## src/rtl/otter_exec_unit.sv

```systemverilog
// Registered execute stage for the OTTER RV32I pipeline: ALU, branch targets and branch compares.
// Optional macro EXU_ZERO_FLAG_EN adds a registered ZERO flag that tracks RESULT == 0.
module otter_exec_unit #(
   parameter int XLEN = 32
) (
   input  logic            CLK,
   input  logic            RST,
   input  logic            EN,
   input  logic [3:0]      ALU_FUN,
   input  logic [XLEN-1:0] SRC_A,
   input  logic [XLEN-1:0] SRC_B,
   input  logic [XLEN-1:0] RS1,
   input  logic [XLEN-1:0] RS2,
   input  logic [XLEN-1:0] PC,
   input  logic [XLEN-1:0] I_TYPE,
   input  logic [XLEN-1:0] J_TYPE,
   input  logic [XLEN-1:0] B_TYPE,
   output logic [XLEN-1:0] RESULT,
   output logic [XLEN-1:0] JAL,
   output logic [XLEN-1:0] JALR,
   output logic [XLEN-1:0] BRANCH,
   output logic            BR_EQ,
   output logic            BR_LT,
   output logic            BR_LTU,
`ifdef EXU_ZERO_FLAG_EN
   output logic            ZERO,
`endif
   output logic            VALID
);

   localparam int SHW = $clog2(XLEN);

   localparam logic [3:0] FUN_ADD  = 4'b0000;
   localparam logic [3:0] FUN_SUB  = 4'b1000;
   localparam logic [3:0] FUN_OR   = 4'b0110;
   localparam logic [3:0] FUN_AND  = 4'b0111;
   localparam logic [3:0] FUN_XOR  = 4'b0100;
   localparam logic [3:0] FUN_SLL  = 4'b0001;
   localparam logic [3:0] FUN_SRL  = 4'b0101;
   localparam logic [3:0] FUN_SRA  = 4'b1101;
   localparam logic [3:0] FUN_SLT  = 4'b0010;
   localparam logic [3:0] FUN_SLTU = 4'b0011;
   localparam logic [3:0] FUN_LUI  = 4'b1001;

   logic [SHW-1:0]  shamt;
   logic [XLEN-1:0] alu_next;
   logic [XLEN-1:0] jal_next;
   logic [XLEN-1:0] jalr_sum;
   logic [XLEN-1:0] jalr_next;
   logic [XLEN-1:0] branch_next;
   logic            eq_next;
   logic            lt_next;
   logic            ltu_next;

   assign shamt = SRC_B[SHW-1:0];

   always_comb begin
      alu_next = '0;
      case (ALU_FUN)
         FUN_ADD:  alu_next = SRC_A + SRC_B;
         FUN_SUB:  alu_next = SRC_A - SRC_B;
         FUN_OR:   alu_next = SRC_A | SRC_B;
         FUN_AND:  alu_next = SRC_A & SRC_B;
         FUN_XOR:  alu_next = SRC_A ^ SRC_B;
         FUN_SLL:  alu_next = SRC_A << shamt;
         FUN_SRL:  alu_next = SRC_A >> shamt;
         FUN_SRA:  alu_next = $unsigned($signed(SRC_A) >>> shamt);
         FUN_SLT:  alu_next = {{(XLEN-1){1'b0}}, $signed(SRC_A) < $signed(SRC_B)};
         FUN_SLTU: alu_next = {{(XLEN-1){1'b0}}, SRC_A < SRC_B};
         FUN_LUI:  alu_next = SRC_A;
         default:  alu_next = '0;
      endcase
   end

   // Target adders wrap; JALR drops bit 0 with no further alignment check.
   assign jal_next    = PC + J_TYPE;
   assign branch_next = PC + B_TYPE;
   assign jalr_sum    = RS1 + I_TYPE;
   assign jalr_next   = {jalr_sum[XLEN-1:1], 1'b0};

   assign eq_next  = (RS1 == RS2);
   assign lt_next  = ($signed(RS1) < $signed(RS2));
   assign ltu_next = (RS1 < RS2);

   // Reset beats enable; with EN low the data registers hold and VALID drops.
   always_ff @(posedge CLK) begin
      if (RST) begin
         RESULT <= '0;
         JAL    <= '0;
         JALR   <= '0;
         BRANCH <= '0;
         BR_EQ  <= 1'b0;
         BR_LT  <= 1'b0;
         BR_LTU <= 1'b0;
         VALID  <= 1'b0;
      end else begin
         VALID <= EN;
         if (EN) begin
            RESULT <= alu_next;
            JAL    <= jal_next;
            JALR   <= jalr_next;
            BRANCH <= branch_next;
            BR_EQ  <= eq_next;
            BR_LT  <= lt_next;
            BR_LTU <= ltu_next;
         end
      end
   end

`ifdef EXU_ZERO_FLAG_EN
   always_ff @(posedge CLK) begin
      if (RST) begin
         ZERO <= 1'b0;
      end else if (EN) begin
         ZERO <= (alu_next == '0);
      end
   end
`endif

endmodule

```

## config.mk

```make
export PLATFORM = sky130hd
export DESIGN_NAME = otter_exec_unit
export DESIGN_NICKNAME = d
export VERILOG_FILES = /design/src/rtl/otter_exec_unit.sv
export SDC_FILE = /design/constraint.sdc
export NUM_CORES = 1
export LEC_CHECK = 0
export CAP_MARGIN = 20
export CORE_AREA = 3 3 265 163
export DETAILED_ROUTE_END_ITERATION = 8
export DIE_AREA = 0 0 268 166
export MAX_ROUTING_LAYER = met4
export PLACE_DENSITY = 0.81
export SLEW_MARGIN = 20
export SYNTH_ARGS = -nofsm -noshare
export SYNTH_HDL_FRONTEND = slang
export SYNTH_SLANG_ARGS = --single-unit
```

## constraint.sdc

```tcl
create_clock -name CLK -period 5.9 [get_ports CLK]
set_clock_uncertainty 0.05 [all_clocks]
set_input_delay 1.18 -clock CLK [delete_from_list [all_inputs] [get_ports CLK]]
set_output_delay 1.18 -clock CLK [all_outputs]
set_load 0.01 [all_outputs]
```

==> metrics.md <==
| Metric | Value |
|---|---|
| Switching power | `between 1500 and 2000 µW` |
| Mapped Avg Cell Area | `7.41 µm²` |
| Async SR Flop Fraction | `0%` |
| Hold Worst Slack | `around 0.4 ns` |
| RR Startpoint | `RESULT[29]` |
| Syn_nets | `2,970` |
| Reg power frac | `24.0%` |
| Post-Synth XOR/XNOR Area | `under 10%` |
| Peak Freq | `191 MHz` |
| Switching Share | `roughly 42%` |
| Final Cell Area | `between 0.02 and 0.025 mm²` |
| Layout Nets | `3,311` |
| CTS hold repair buffers | `0` |
| Critical path origin | `SRC_A[0]` |
| Clock sink total | `131` |
| Leak pwr | `between 0.01 and 0.015 µW` |
| Largest family of logic cells by synthesized area | `compound AO/OA/AOI/OAI gates` |
| CP max FO | `4` |
| Filler Cell Count | `3,725` |
| Endpoints failing setup | `0` |
| Detail-routed via count per cell | `approximately 6.6` |
| Total vias in the final route | `~22,000` |
| Crit. End Element | `register` |
| Status | `completed` |
| Min cycle time layout | `5.24 ns` |
| Largest net degree at the start of global routing | `73` |
| Mapped cell area | `between 0.015 and 0.02 mm²` |
| Slew headroom | `13.1%` |
| MaxCap Viol Count | `0` |
| Hold path start | `BRANCH[24]` |
| Setup tns final | `0 ns` |
| Placed cells | `approximately 3,300` |
| DRC Markers | `0` |
| Post-CTS Setup Bufs | `0` |
| Initial DRC Count | `between 3,000 and 4,000` |
| Worst min path class | `register to register` |
| Synth top area share | `15.6%` |
| Final Hold Viols | `0` |
| Vias in the first global route | `slightly above 20,000` |
| Slew Viols, Final | `0` |
| R2r setup slk | `3.83 ns` |
| WP data required | `6.19 ns` |
| Gate Count Post-Synth | `roughly 2,500` |
| WS Path Type | `input pin to register` |
| Max clock buf depth | `2` |
| VDD IR max | `roughly 0.17 mV` |
| WL/cell | `27.2 µm` |
| I/O Buffers | `393` |
| Placed cell area | `0.0229 mm²` |
| Clk_lat worst skew | `0.44 ns` |
| HPWL after DPL | `73,500 µm` |
| Synth Area in Compound Gates | `30.1%` |
| Area of the multi-input gates | `0.0146 mm²` |
| Antenna-violating nets left | `0` |
| DIE WIDTH | `268 µm` |
| RD Place Congestion | `1.08` |
| Clock network power share | `between 20% and 30%` |
| Row cnt | `57` |
| Register area | `0.00262 mm²` |
| Worst setup SP type | `input pin` |
| Combinational power share | `50.7%` |
| I/O Pins | `between 300 and 400` |
| Synthesized flop and latch total | `131` |
| CTS buffer count | `17` |
| EDFF count, synth | `0` |
| Final worst path period share | `about nine tenths` |
| Tot Pwr | `4290 µW` |
| Chip Height | `166 µm` |
| CTS clk-pin slew, worst paths | `roughly 0.060 ns` |
| Core ar. | `0.0406 mm²` |
| Adder-Cell Fraction of Synth Area | `16.1%` |
| Global-route wire length before repair | `133,000 µm` |
| Post-synth top flop | `dfxtp_1` |
| Initial antenna violation count | `5` |
| Synth warn | `0` |
| Int Power | `roughly 2500 µW` |
| PwrDens | `183 mW/mm²` |
| Pre-Repair DR Iteration Count | `9` |
| Count of cell types in the netlist | `just over 80` |
| Resized Gates After CTS | `0` |
| GRT Total Usage | `between 40% and 50%` |
| Final WL | `between 90,000 and 100,000 µm` |
| CTS tree | `yes` |
| Top post-synthesis cells by area | `ha_1, dfxtp_1, a21oi_1` |
| Total gr overflow | `0` |
| H-tree levels | `4` |
| Root Driver | `clkbuf_16` |
| Non-Filler Instances | `3,364` |
| Die Area | `roughly 0.044 mm²` |
| Initial Util | `45.2%` |
| Worst-margin pin slew | `1.29 ns` |
| Post-synthesis mux area share | `a little over a tenth` |
| Unrepaired setup endpoints after global routing | `no` |
| Yosys top cell by area | `ha_1` |
| Area grow syn2layout | `28.0%` |
| Seq/Total Area, Yosys | `between 10% and 20%` |
| Post-Synth Simple-Gate Area | `17.8%` |
| Arrival @ worst endpoint | `5.53 ns` |
| Share of cells above drive strength 1 | `7.18%` |
==> power groups by stage <==
| stage | Sequential [µW] | Combinational [µW] | Clock [µW] |
|---|---|---|---|
| global route | 1040 | 2300 | 1130 |
| CTS | 1030 | 2090 | 1090 |
| detailed placement | 1050 | 2080 | 0 |
| finish | 1030 | 2170 | 1090 |
| floorplan | 1070 | 1160 | 0 |
| global placement | 1040 | 2060 | 0 |
==> layout by cell type, fill, tap and decap left out, drive strengths merged, types with 25 or more instances in the layout <==
master         instances
a211oi                39
a21o                  52
nand3                 46
a31oi                 27
a21oi                235
a221oi                28
xor2                  36
o211ai                25
nor2                 257
mux2i                 82
clkdlybuf4s50        384
nand2                227
mux4                  45
buf                   84
nand2b                30
xnor2                 57
o21ai                198
inv                  163
ha                   228
nor3                  42
dfxtp                131
==> state kept, by name, summed over array words and instances (netlist names) <==
| name | count |
|---|---|
| BR_EQ | 1 |
| VALID | 1 |
| JAL | 32 |
| BR_LTU | 1 |
| JALR | 31 |
| BR_LT | 1 |
| BRANCH | 32 |
| RESULT | 32 |
==> worst paths after layout <==
| check | to | cells after the start |
|---|---|---|
| setup / recovery | RESULT[30] | 16 |
| hold / removal | BRANCH[24] | 2 |
| setup reg to reg | RESULT[29] | 8 |
| hold reg to reg | BRANCH[24] | 2 |
==> synthesized netlist by cell type (17+ instances only) <==
cell type	n
o21bai_1	22
nand2b_1	30
nor2_1	257
or3_1	18
o211ai_1	25
xnor2_1	57
nand3_1	46
ha_1	228
mux4_2	45
o21ai_0	195
nor3_1	41
and3_1	17
a31oi_1	27
a21o_1	52
a21oi_1	235
buf_1	20
xor2_1	36
clkbuf_1	104
o21a_1	23
nand4_1	19
a221oi_1	27
inv_1	156
nor2b_1	21
nand2_1	227
dfxtp_1	131
a211oi_1	38
mux2i_1	82
==> kinds of logic after synthesis <==
| group | Yosys count |
|---|---|
| simple gates | 728 |
| compound gates | 845 |
| fa+ha+maj | 233 |
| flops | 131 |
| xor+xnor | 93 |
| buf+inv | 304 |
| mux | 139 |
| other cells | 1 |
==> through the flow <==
step,utilization (%),setup WS (ns)
6_report,57.8,0.658
5_1_grt,57.8,0.480
4_1_cts,57.8,0.824
3_5_place_dp,56.4,0.367
3_3_place_gp,56.4,0.309
2_1_floorplan,-,1.23
==> routing by layer <==
metal  GRT usage (%)  vias to the layer above  wire, µm
li1                -                     9784         -
met1            58.7                    10500     39900
met2            51.6                     1625     34800
met3            15.5                      168     14100
met4            10.6                        0      2580
met5               -                        -         0
==> worst max-delay path, cell delays in order <==
cell	delay (ns)
clkdlybuf4s50_1	0.42
inv_1	0.09
ha_1	0.22
inv_1	0.07
fa_1	0.38
nand2b_1	0.12
a221oi_1	0.08
buf_4	0.17
a21oi_1	0.49
a31oi_1	0.33
a311oi_1	0.74
o21ai_1	0.20
a21oi_1	0.27
a21boi_0	0.22
a2111o_1	0.45
o211a_1	0.11
==> area by class of cell <==
cell class | instances | area share [%]
clock inverter | 12 | 0.528
multi-input combinational | 2039 | 62.0
timing repair buffer | 468 | 19.0
antenna | 5 | 0.0533
sequential | 131 | 11.2
tap | 531 | 2.83
clock buffer | 20 | 1.86
inverter | 158 | 2.53
(Power assumes the default switching activity.)
